**src/rtl/i2c_target_pcf8574.sv**
```systemverilog
// PCF8574-style I2C target: writes land on port_out with an rx_valid strobe,
// reads return the sampled port_in. SCL/SDA are oversampled by clk (>= 10x SCL).
module i2c_target_pcf8574 #(
    parameter logic [6:0] TARGET_ADDR = 7'h27,
    parameter logic [7:0] PORT_RESET  = 8'hFF
) (
    input  logic       clk,
    input  logic       reset_p,
    input  logic       scl,
    input  logic       sda_in,
    output logic       sda_oe,
    input  logic [7:0] port_in,
    output logic [7:0] port_out,
    output logic [7:0] rx_data,
    output logic       rx_valid,
    output logic       addr_match,
    output logic       busy
);

    typedef enum logic [2:0] {
        IDLE, ADDR, ADDR_ACK, WR_DATA, WR_ACK, RD_DATA, RD_ACK, IGNORE
    } state_t;

    state_t     state;
    logic [1:0] scl_sync;
    logic [1:0] sda_sync;
    logic       scl_d;
    logic       sda_d;
    logic [7:0] shift;
    logic [2:0] bit_cnt;
    logic       byte_done;
    logic       rw;

    logic scl_s, sda_s;
    logic scl_rise, scl_fall, start_det, stop_det;

    // Synchronizers reset to the idle-bus level so reset release raises no false edges.
    always_ff @(posedge clk or posedge reset_p) begin
        if (reset_p) begin
            scl_sync <= 2'b11;
            sda_sync <= 2'b11;
            scl_d    <= 1'b1;
            sda_d    <= 1'b1;
        end else begin
            scl_sync <= {scl_sync[0], scl};
            sda_sync <= {sda_sync[0], sda_in};
            scl_d    <= scl_sync[1];
            sda_d    <= sda_sync[1];
        end
    end

    assign scl_s     = scl_sync[1];
    assign sda_s     = sda_sync[1];
    assign scl_rise  = scl_s & ~scl_d;
    assign scl_fall  = ~scl_s & scl_d;
    assign start_det = scl_s & scl_d & sda_d & ~sda_s;
    assign stop_det  = scl_s & scl_d & ~sda_d & sda_s;

    // rx_valid is a one-clk strobe with no back-pressure: rx_data and port_out
    // already hold the new byte in the cycle rx_valid is high and stay until the next byte.
    always_ff @(posedge clk or posedge reset_p) begin
        if (reset_p) begin
            state      <= IDLE;
            sda_oe     <= 1'b0;
            port_out   <= PORT_RESET;
            rx_data    <= 8'h00;
            rx_valid   <= 1'b0;
            addr_match <= 1'b0;
            shift      <= 8'h00;
            bit_cnt    <= 3'd0;
            byte_done  <= 1'b0;
            rw         <= 1'b0;
        end else begin
            rx_valid <= 1'b0;
            if (start_det) begin
                state      <= ADDR;
                bit_cnt    <= 3'd0;
                sda_oe     <= 1'b0;
                addr_match <= 1'b0;
                byte_done  <= 1'b0;
            end else if (stop_det) begin
                state      <= IDLE;
                sda_oe     <= 1'b0;
                addr_match <= 1'b0;
                byte_done  <= 1'b0;
            end else begin
                case (state)
                    ADDR: begin
                        if (scl_rise) begin
                            shift   <= {shift[6:0], sda_s};
                            bit_cnt <= bit_cnt + 3'd1;
                            if (bit_cnt == 3'd7) begin
                                if (shift[6:0] == TARGET_ADDR) begin
                                    addr_match <= 1'b1;
                                    rw         <= sda_s;
                                    byte_done  <= 1'b1;
                                end else begin
                                    state  <= IGNORE;
                                    sda_oe <= 1'b0;
                                end
                            end
                        end else if (scl_fall && byte_done) begin
                            sda_oe    <= 1'b1;
                            byte_done <= 1'b0;
                            state     <= ADDR_ACK;
                        end
                    end
                    ADDR_ACK: begin
                        if (scl_fall) begin
                            if (rw) begin
                                shift  <= port_in;
                                sda_oe <= ~port_in[7];
                                state  <= RD_DATA;
                            end else begin
                                sda_oe <= 1'b0;
                                state  <= WR_DATA;
                            end
                        end
                    end
                    WR_DATA: begin
                        if (scl_rise) begin
                            shift   <= {shift[6:0], sda_s};
                            bit_cnt <= bit_cnt + 3'd1;
                            if (bit_cnt == 3'd7) begin
                                rx_data   <= {shift[6:0], sda_s};
                                port_out  <= {shift[6:0], sda_s};
                                rx_valid  <= 1'b1;
                                byte_done <= 1'b1;
                            end
                        end else if (scl_fall && byte_done) begin
                            sda_oe    <= 1'b1;
                            byte_done <= 1'b0;
                            state     <= WR_ACK;
                        end
                    end
                    WR_ACK: begin
                        if (scl_fall) begin
                            sda_oe <= 1'b0;
                            state  <= WR_DATA;
                        end
                    end
                    RD_DATA: begin
                        if (scl_rise) begin
                            bit_cnt <= bit_cnt + 3'd1;
                            if (bit_cnt == 3'd7)
                                byte_done <= 1'b1;
                        end else if (scl_fall) begin
                            if (byte_done) begin
                                sda_oe    <= 1'b0;
                                byte_done <= 1'b0;
                                state     <= RD_ACK;
                            end else begin
                                shift  <= {shift[6:0], 1'b0};
                                sda_oe <= ~shift[6];
                            end
                        end
                    end
                    RD_ACK: begin
                        // byte_done here marks "controller acked, reload on next fall".
                        if (scl_rise) begin
                            if (sda_s) begin
                                state  <= IGNORE;
                                sda_oe <= 1'b0;
                            end else begin
                                byte_done <= 1'b1;
                            end
                        end else if (scl_fall && byte_done) begin
                            byte_done <= 1'b0;
                            shift     <= port_in;
                            sda_oe    <= ~port_in[7];
                            state     <= RD_DATA;
                        end
                    end
                    default: begin
                        sda_oe <= 1'b0;
                    end
                endcase
            end
        end
    end

    assign busy = (state != IDLE);

endmodule
```
**config.mk**
```make
export PLATFORM = sky130hd
export DESIGN_NAME = i2c_target_pcf8574
export DESIGN_NICKNAME = d
export VERILOG_FILES = /design/src/rtl/i2c_target_pcf8574.sv
export SDC_FILE = /design/constraint.sdc
export NUM_CORES = 1
export LEC_CHECK = 0
export CAP_MARGIN = 20
export CORE_ASPECT_RATIO = 0.75
export CORE_MARGIN = 2
export CORE_UTILIZATION = 52
export DETAILED_ROUTE_END_ITERATION = 8
export PLACE_DENSITY = 0.77
export SLEW_MARGIN = 10
export SYNTH_ARGS = -nofsm -noshare
export SYNTH_HDL_FRONTEND = slang
export SYNTH_SLANG_ARGS = --single-unit
```
**constraint.sdc**
```tcl
create_clock -name clk -period 2.64 [get_ports clk]
set_input_delay 0.792 -clock clk [delete_from_list [all_inputs] [get_ports clk]]
set_output_delay 0.792 -clock clk [all_outputs]
set_load 0.05 [all_outputs]
```
## Yosys cells after proc, flatten, opt, wreduce, memory -nomap -nowiden

Cells that the tools add are included.

| word-level totals | value |
|---|---|
| register bits after elaboration | 40 |
| input port bits | 12 |
| output and inout port bits | 20 |
| logic and storage cells | 152 |

| cells by class | value |
|---|---|
| add/subtract/negate cells | 1 |
| eq/ne operators | 32 |
| multiplexer cells | 69 |
| bitwise operators | 15 |
| reduce and logical (&&, ||, !) cells | 21 |

Operators by type and width:

| operator | count |
|---|---|
| 3-bit 2-to-1 mux | 21 |
| 7-bit 2-to-1 mux | 8 |
| 5-bit inequality test, second input constant | 8 |
| 1-bit 2-to-1 mux | 36 |
| 4-bit inequality test, second input constant | 7 |
| 7-bit case mux with 4 select lines | 1 |
| 3-bit case mux with 6 select lines | 1 |
| 2-bit inequality test, second input constant | 8 |
| 3-bit nonzero test | 5 |
| 13-bit AND reduction | 1 |
| 3-bit == test, second input constant | 4 |
| 11-bit AND reduction | 1 |
| 5-bit AND reduction | 2 |
| 9-bit AND reduction | 1 |
| 1-bit inverter | 8 |
| 8-bit nonzero test | 1 |
| 1-bit bitwise AND | 7 |
| 7-bit by 6-bit == test with 1-bit output, second input constant | 1 |
| 3-bit by 2-bit == test with 1-bit output, second input constant | 2 |
| 1-bit case mux with 6 select lines | 1 |
| 6-bit AND reduction | 1 |
| 6-bit nonzero test | 1 |
| 1-bit case mux with 4 select lines | 1 |
| 4-bit AND reduction | 1 |
| 9 further kinds | 10 |

## Depth between registers and ports, before layout

Gate-level depths: netlist of the first run.

| logic depth | value |
|---|---|
| word-level depth | 8 |
| mapped depth | 8 |
| depth with buffers taken out | 7 |

## Worst setup path before layout of the first run

No wires, ideal clock.

| timing | value |
|---|---|
| kind | register -> output |
| start | reg state[1] |
| end | out busy |
| arrival | 1250 ps |
| data required time | 1848 ps |
| slack | 598 ps |
| stages on the path, launching flop included | 4 |
| path buffers | 2 |
| cell sequence | dfrtp_1 buf_2 buf_2 or3_1 |

| on the way | value |
|---|---|
| cells in the longest elaborated chain, start to end | 1 |

Ends and longest elaborated chain:

| what | RTL line | source |
|---|---|---|
| start, declared | 24 | `state_t state;` |
| start signal, assigned | 63 | `state <= IDLE;` |
| start signal, assigned | 76 | `state <= ADDR;` |
| start signal, assigned | 82 | `state <= IDLE;` |
| 3-bit nonzero test | 182 | `assign busy = (state != IDLE);` |
| end, declared | 17 | `output logic busy` |

No other way between the ends.

## Worst setup path in the final report of the first run

| timing | value |
|---|---|
| start | reg port_out[0] |
| end | out port_out[0] |

RTL lines:

| what | RTL line | source |
|---|---|---|
| start, declared | 13 | `output logic [7:0] port_out,` |
| start signal, assigned | 126 | `port_out <= {shift[6:0], sda_s};` |

No word-level cell between the ends.

==> results of run 1 <==
## power breakdown
group          internal, mW  switching, mW  total, mW
logic                 0.569          0.652       1.22
clock network         0.309          0.223      0.533
registers             0.794          0.288       1.08
## layout by cell type (no fill, tap or decap), types with 2 or more instances in the layout
master | synthesis | routed
mux2_1 | 14 | 14
nor2_1 | 14 | 14
nand2_1 | 7 | 7
and2b_1 | 3 | 3
mux2i_1 | 3 | 3
and2_1 | 2 | 2
inv_1 | 9 | 9
buf_4 | 1 | 3
a21oi_1 | 12 | 12
and3_1 | 3 | 3
a22oi_1 | 3 | 3
mux2_2 | 14 | 14
a211oi_1 | 3 | 3
nor4b_1 | 3 | 3
clkbuf_8 | 0 | 6
dfrtp_1 | 26 | 26
a31oi_1 | 5 | 5
o22ai_1 | 3 | 3
dfstp_2 | 14 | 14
nand2b_1 | 5 | 5
a22o_1 | 2 | 2
nor2b_1 | 3 | 3
o21ai_0 | 8 | 8
ha_1 | 5 | 5
nor3_1 | 5 | 5
o21bai_1 | 3 | 3
nand4_1 | 2 | 2
o21ai_1 | 2 | 2
clkdlybuf4s50_1 | 0 | 30
## worst min path at each step
stage,from,to,slack (ps),cells after the start
after floorplan,scl_sync[0],scl_sync[1],350,0
after global placement,sda_sync[0],sda_sync[1],350,0
after detailed placement,sda_sync[0],sda_sync[1],350,0
after CTS,sda_sync[0],sda_sync[1],360,0
after global routing,sda_sync[0],sda_sync[1],370,0
final,sda_sync[0],sda_sync[1],360,0
## worst reg2reg max path: cells and delay by family (launching register included)
family	cells	cell delay (ps)
fa+ha+maj	1	360
flops	1	550
simple gates	1	270
mux	1	330
compound gates	3	710
buf+inv	1	40
## cell families (layout without fill, tap and decap cells)
logic type	count (synthesis)	after routing	synth area share
and+or+nand+nor	58	58	0.1493
muxes	31	31	0.1538
DFF	40	40	0.4535
xor gates and xnor gates	1	1	0.003900
adders and majority gates	5	5	0.02786
buffers and inverters	19	50	0.04401
AOI/OAI and AO/OA	52	52	0.1677
## stage by stage
stage	instances	power [mW]	worst slack [ps]	hold WS (ps)	util
2_1_floorplan	206	2.009	598.3	345.2	-
3_3_place_gp	284	2.263	355.1	345.3	0.6268
3_5_place_dp	284	2.289	297.3	348.7	0.6268
4_1_cts	292	2.830	178.3	360.2	0.6564
5_1_grt	292	3.017	156.5	367.7	0.6564
6_report	292	2.836	189.4	360.1	0.6564
## per-layer routing
metal | wire length [um] | GRT usage
met1 | 2401 | 0.3384
met2 | 2048 | 0.3190
met4 | 26 | 0.07506
met3 | 286 | 0.05060
met5 | 0 | 0
## flip-flops by register name, indices dropped and copies added (netlist names)
name,flops
addr_match,1
bit_cnt,3
byte_done,1
port_out,8
rw,1
rx_data,8
rx_valid,1
scl_d,1
scl_sync,2
sda_d,1
sda_oe,1
sda_sync,2
shift,7
state,3
## final cells by class
type	instances	area, um2
clock buffer	6	82.58
clock inverter	2	38.79
fill	334	1410
inverter	9	33.78
multi-input combinational	147	1129
sequential	40	1018
tap	55	68.82
timing repair buffer	33	322.8
==> key figures, run 1 <==
Clock network
  • Clock sink count: 40
  • CTS tree: yes
  • CTS H-tree lvls: 2
  • Max clock buf depth: 2
  • Clock transition at path regs: 80 ps
  • Number of buffers created by CTS: 5
  • Clock Tree Root: clkbuf_8
  • Post-CTS resize count: 0
  • Setup Buffers After CTS: 0
  • CTS Hold Bufs: 0
  • Worst-Skew Late Latency: 300 ps

Final layout
  • P&R area growth vs syn: 19.94%
  • Nets@finish: 253
  • N_diodes: 0
  • Final instance area: 2694 um2
  • Layout cells sized above 1: 0.1983

Drt
  • Via density: 5.760
  • WL per Instance: 16.31 um
  • # DRC: 0
  • DR pass1 iterations: 4
  • Via count: 1682
  • Post-route ant nets: 0
  • Routed wire length: 4.763 mm
  • Drt first-iter violations: 207

Synthesis
  • Syn_nets: 223
  • Cell Area, Synth: 2246 um2
  • Synth Instances: 206
  • Synth Flop Type: dfrtp_1
  • Netlist cell types: 53
  • Synth area leader: dfrtp_1
  • Post-synth EDFFs: 0
  • Mean area per synthesized cell: 10.90 um2
  • Async set-reset flop share out of synthesis: 1.000
  • Synth top area cells: dfrtp_1 29%, dfstp_2 16%, mux2_1 7.0%
  • Register area share after synthesis: 0.4535
  • Synth cell count leaders: 26 x dfrtp_1, 14 x dfstp_2, 14 x mux2_1, 14 x mux2_2, 14 x nor2_1
  • Share of the synthesized area in the top cell type: 0.2897
  • Yosys warns: 0
  • Count leader, synth: dfrtp_1
  • Yosys reg bits: 40

Run
  • Max capacitance violation total: 0

Worst setup path
  • Critical Path Start: port_out[0]
  • Crit path buf inv count: 1
  • CP Launch Type: flop
  • Reg2reg end: state[0]
  • CP top delay family: buffers and inverters
  • CP Class: reg -> out
  • Worst R2R Path Depth: 7
  • CP Data Required Time: 1850 ps
  • Critical path cell sequence: clkdlybuf4s50_1
  • Setup slack, reg-to-reg: 270 ps
  • Max incr delay on CP: 800 ps
  • Worst Setup EP: port_out[0]
  • Worst reg2reg path startpoint: scl_d
  • Max FO, Critical Path: 4
  • Critical-path top delay cell: clkdlybuf4s50_1
  • Worst endpoint data arrival time: 1660 ps
  • Crit path depth: 1
  • Worst Setup End Kind: output pin

Timing
  • Endpoints failing hold: 0
  • Max Transition Viols Final: 0
  • Worst-margin pin slew: 821.8 ps
  • RSZ-0062 raised after global routing: no
  • TNS Setup: 0 ps
  • Final setup vio count: 0
  • Final worst path period share: 0.9283
  • Max Clock Freq: 0.4081 GHz
  • Slew margin rel.: 0.4522
  • Max Clock Skew: 7.267 ps
  • Final min period: 2451 ps

Hold path
  • Hold Path Class: reg -> reg

Run status
  • Status: finished clean

Floorplanning
  • Die area: 4866 um2
  • Core area: 4104 um2
  • Starting Density: 0.5473
  • DIE WIDTH: 79.89 um
  • Top Ports: 32
  • Die height: 60.92 um
  • Rows: 20

Global routing
  • Largest net degree at the start of global routing: 41
  • Initial antenna violation count: 0
  • First-pass GRT wire length: 8.252 mm
  • GRT Total Usage: 0.2242
  • Vias in the first global route: 1684
  • Remaining Overflow, GRT: 0

Place
  • Placer Congestion: 0.8383
  • Post-detail-place hpwl: 3.288 mm
  • Dpl cell area: 2572 um2
  • Port-buffer cells: 31

Pwr
  • Worst vdd ir: 0.6216 mV
  • Leak: 1.132 nW
  • Power per cell area: 1053 nW/um2
Note: power is estimated with default switching activity, not from simulation.
==> run 2: changes to the inputs <==
--- a/config.mk
+++ b/config.mk
@@ -7,7 +7,7 @@
 export LEC_CHECK = 0
 export CAP_MARGIN = 20
 export CORE_ASPECT_RATIO = 0.75
-export CORE_MARGIN = 2
+export CORE_MARGIN = 1.5
 export CORE_UTILIZATION = 52
 export DETAILED_ROUTE_END_ITERATION = 8
 export PLACE_DENSITY = 0.77
==> run 2 against run 1 <==
Clock skew grew 6.2 ps. Total power shrank 0.68%. Final area shrank 0.23%.
==> key figures, run 2 (synthesis gave the netlist of run 1 again) <==
Clock network
  • Max clock buf depth: 2
  • CTS tree: yes
  • Clock sink count: 40
  • Clock Tree Root: clkbuf_8
  • CTS Hold Bufs: 0
  • CTS H-tree lvls: 2
  • Worst-Skew Late Latency: 310 ps
  • Number of buffers created by CTS: 5
  • Setup Buffers After CTS: 0
  • Post-CTS resize count: 0
  • Clock transition at path regs: 90 ps

Drt
  • Post-route ant nets: 0
  • Via density: 5.870
  • WL per Instance: 16.00 um
  • Via count: 1714
  • Routed wire length: 4.671 mm
  • # DRC: 0
  • DR pass1 iterations: 4
  • Drt first-iter violations: 130

Final layout
  • Top flop regs: port_out: 8 flops, rx_data: 8 flops, shift: 7 flops
  • Final instance area: 2688 um2
  • Layout cells sized above 1: 0.1983
  • Nets@finish: 253
  • Fillers: 358
  • Commonest non-fill, non-tap cell in the layout: clkdlybuf4s50_1
  • P&R area growth vs syn: 19.67%
  • Most frequent cells in the layout: 30 x clkdlybuf4s50_1, 26 x dfrtp_1
  • N_diodes: 0

Worst setup path
  • Setup slack, reg-to-reg: 250 ps
  • Crit path buf inv count: 1
  • CP Data Required Time: 1850 ps
  • Worst Setup End Kind: output pin
  • Max FO, Critical Path: 4
  • Worst R2R Path Depth: 7
  • CP Launch Type: flop
  • Reg2reg end: state[0]
  • Critical path cell sequence: clkdlybuf4s50_1
  • CP top delay family: buffers and inverters
  • Worst reg2reg path startpoint: scl_d
  • Max incr delay on CP: 800 ps
  • Worst endpoint data arrival time: 1680 ps
  • CP Class: reg -> out
  • Critical-path top delay cell: clkdlybuf4s50_1

Floorplanning
  • Starting Density: 0.5473
  • DIE WIDTH: 78.89 um
  • Top Ports: 32
  • Die height: 59.92 um
  • Die area: 4726 um2
  • Rows: 20
  • Core area: 4104 um2

Timing
  • Final worst setup slack: 165.3 ps
  • Max Clock Freq: 0.4041 GHz
  • Min Hold Slack: 360.1 ps
  • Final setup vio count: 0
  • Slew margin rel.: 0.4686
  • Max Clock Skew: 13.51 ps
  • Final min period: 2475 ps
  • Max Transition Viols Final: 0
  • RSZ-0062 raised after global routing: no
  • Final worst path period share: 0.9374
  • Endpoints failing hold: 0
  • TNS Setup: 0 ps
  • Worst-margin pin slew: 797.1 ps

Pwr
  • Tot Pwr: 2.817 mW
  • Worst vdd ir: 0.6228 mV
  • Leak: 1.125 nW
  • Power per cell area: 1048 nW/um2

Run
  • Max capacitance violation total: 0

Place
  • Dpl cell area: 2572 um2
  • Port-buffer cells: 31
  • Place WS: 278.7 ps
  • Placer Congestion: 0.8876
  • Post-detail-place hpwl: 3.309 mm

Global routing
  • Vias in the first global route: 1723
  • Initial antenna violation count: 0
  • M1 GR Usage: 0.3223
  • Largest net degree at the start of global routing: 41
  • GRT Total Usage: 0.2304
  • Remaining Overflow, GRT: 0
  • GRT busiest layer: met2
  • First-pass GRT wire length: 8.252 mm
  • M2 GR Usage: 0.3547
  • Met3 GRT Util: 0.05344

Hold path
  • Hold EP: scl_sync[1]
  • Min-delay src: scl_sync[0]
  • Hold Path Class: reg -> reg
  • Min-Delay Path Depth: 0

Run status
  • Status: finished clean
run 2: worst max-delay path by stage:
stage,cells past startpoint,from,slack [ps],end
floorplan,3,state[1],600,busy
global placement,7,scl_d,360,state[0]
detailed placement,7,scl_d,280,state[0]
CTS,1,port_out[0],160,port_out[0]
global route,7,scl_d,90,state[0]
finish,1,port_out[0],170,port_out[0]
run 2: per-layer routing:
| metal | up-vias | part of all wire |
|---|---|---|
| li1 | 818 | - |
| met1 | 835 | 0.49 |
| met2 | 53 | 0.44 |
| met3 | 8 | 0.053 |
| met4 | 0 | 0.014 |
| met5 | - | 0 |
run 2: area by class of cell:
class | instances | area (um2) | area share
clock buffer | 5 | 68.82 | 0.02561
clock inverter | 3 | 46.29 | 0.01723
inverter | 9 | 33.78 | 0.01257
multi-input combinational | 147 | 1129 | 0.4199
sequential | 40 | 1018 | 0.3790
tap | 55 | 68.82 | 0.02561
timing repair buffer | 33 | 322.8 | 0.1201
run 2: metrics by stage:
stage / util / std cells
finish: 0.6549 / 292
global route: 0.6549 / 292
CTS: 0.6549 / 292
detailed placement: 0.6268 / 284
global placement: 0.6268 / 284
floorplan: - / 206
run 2: where the power goes:
| part | internal (mW) | leakage, nW | switching, mW |
|---|---|---|---|
| logic | 0.569 | 0.591 | 0.647 |
| registers | 0.794 | 0.479 | 0.281 |
| clock network | 0.285 | 0.0548 | 0.241 |
==> run 3: changes to the inputs <==
--- a/config.mk
+++ b/config.mk
@@ -10,7 +10,7 @@
 export CORE_MARGIN = 1.5
 export CORE_UTILIZATION = 52
 export DETAILED_ROUTE_END_ITERATION = 8
-export PLACE_DENSITY = 0.77
+export PLACE_DENSITY_LB_ADDON = 0.05
 export SLEW_MARGIN = 10
 export SYNTH_ARGS = -nofsm -noshare
 export SYNTH_HDL_FRONTEND = slang
==> run 3 against run 2 <==
Fmax up 1.6%. Sequential cell count unchanged. Non-clock buffer count unchanged. Worst setup slack better by 40 ps. Via count up 3.1%. Clock power down 26%. Sequential power about the same. Core utilization down 0.52 points. Cell count unchanged. Global-route usage up 1.3 points. Sequential share of layout area up 0.30 points.
==> key figures, run 3 (synthesis gave the netlist of run 1 again) <==
Floorplanning
  • Core area: 4104 um2
  • Starting Density: 0.5473
  • Top Ports: 32
  • Die height: 59.92 um
  • DIE WIDTH: 78.89 um
  • Rows: 20
  • Die area: 4726 um2

Timing
  • Final setup vio count: 0
  • Slew margin rel.: 0.4780
  • Max Clock Freq: 0.4106 GHz
  • RSZ-0062 raised after global routing: no
  • Final min period: 2435 ps
  • Final worst path period share: 0.9224
  • TNS Setup: 0 ps
  • Max Clock Skew: 9.989 ps
  • Min Hold Slack: 358.4 ps
  • Worst-margin pin slew: 783.0 ps
  • Max Transition Viols Final: 0
  • Endpoints failing hold: 0

Final layout
  • Nets@finish: 253
  • P&R area growth vs syn: 18.72%
  • Commonest non-fill, non-tap cell in the layout: clkdlybuf4s50_1
  • N_diodes: 0
  • Fillers: 337
  • Most frequent cells in the layout: 30 x clkdlybuf4s50_1, 26 x dfrtp_1
  • Top flop regs: port_out: 8 flops, rx_data: 8 flops, shift: 7 flops
  • Layout cells sized above 1: 0.1899

Worst setup path
  • Crit path buf inv count: 1
  • CP top delay family: buffers and inverters
  • Max incr delay on CP: 810 ps
  • Max FO, Critical Path: 4
  • CP Data Required Time: 1850 ps
  • Worst endpoint data arrival time: 1640 ps
  • Critical path cell sequence: clkdlybuf4s50_1
  • Critical-path top delay cell: clkdlybuf4s50_1
  • CP Class: reg -> out
  • CP Launch Type: flop
  • Worst Setup End Kind: output pin

Clock network
  • Setup Buffers After CTS: 0
  • Clock transition at path regs: 70 ps
  • Clock sink count: 40
  • Post-CTS resize count: 0
  • Worst-Skew Late Latency: 290 ps
  • CTS Hold Bufs: 0
  • CTS tree: yes
  • CTS H-tree lvls: 2
  • Clock Tree Root: clkbuf_8
  • Number of buffers created by CTS: 5
  • Max clock buf depth: 2

Run
  • Max capacitance violation total: 0

Pwr
  • Leak: 1.119 nW
  • Power per cell area: 1021 nW/um2
  • Internal: 1.567 mW
  • Sw frac: 0.4244
  • Clock network fraction of design power: 0.143
  • Comb pwr share: 0.463
  • Worst vdd ir: 0.5696 mV
  • Net Switching: 1.155 mW
  • Sequential power share: 0.394

Global routing
  • First-pass GRT wire length: 8.590 mm
  • GRT Total Usage: 0.2436
  • Vias in the first global route: 1761
  • Largest net degree at the start of global routing: 41
  • Initial antenna violation count: 0
  • Remaining Overflow, GRT: 0

Drt
  • Drt first-iter violations: 108
  • Post-route ant nets: 0
  • Via count: 1767
  • # DRC: 0
  • Via density: 6.051
  • Met3 wire len: 315 um
  • Top sig layer: met4
  • DR pass1 iterations: 4
  • Met2 routed WL: 2.425 mm
  • Metal-1 WL: 2.245 mm
  • WL per Instance: 17.42 um
  • Routed wire length: 5.088 mm

Hold path
  • Hold Path Class: reg -> reg

Run status
  • Status: finished clean

Place
  • Post-detail-place hpwl: 3.619 mm
  • Placer Congestion: 0.8250
  • Port-buffer cells: 31
-- run 3: area by class of cell --
cell class / instances / area (um2) / share of cell area
clock buffers: 7 / 76.32 / 0.02863
inverters: 9 / 33.78 / 0.01267
clock inverters: 1 / 5.005 / 0.001877
multi-input cells: 147 / 1129 / 0.4233
well taps: 55 / 68.82 / 0.02581
flip-flops and latches: 40 / 1018 / 0.3820
repair buffers: 33 / 335.3 / 0.1258
-- run 3: routing by layer --
metal,track usage,vias up
li1,-,815
met1,0.3262,868
met2,0.3855,69
met3,0.05344,15
met4,0.1078,0
met5,0,-
-- run 3: final timing paths --
path,start,endpoint,slack [ps],depth (start not counted)
hold reg to reg,sda_sync[0],sda_sync[1],360,0
setup / recovery,port_out[0],port_out[0],200,1
setup reg to reg,scl_sync[1],state[0],210,6
hold / removal,sda_sync[0],sda_sync[1],360,0
max in group asynchronous,reset_p,scl_d,1360,3
min in group asynchronous,reset_p,shift[6],920,3
-- run 3: through the flow --
stage / instances / area [um2] / total power, mW / worst slack, ps / util
after detailed placement: 284 / 2585 / 2.326 / 265.0 / 0.6299
after floorplan: 206 / 2246 / 2.009 / 598.3 / -
after global placement: 284 / 2585 / 2.259 / 386.1 / 0.6299
after CTS: 292 / 2666 / 2.724 / 189.6 / 0.6497
after global routing: 292 / 2666 / 2.913 / 105.5 / 0.6497
final: 292 / 2666 / 2.722 / 204.8 / 0.6497
-- run 3: power groups by stage --
stage                     Sequential [mW]  Clock, mW  Combinational (mW)
after floorplan                      1.08          0               0.928
after global placement               1.06          0                1.20
after detailed placement             1.08          0                1.25
after CTS                            1.07      0.400                1.26
after global routing                 1.11      0.429                1.37
final                                1.07      0.389                1.26
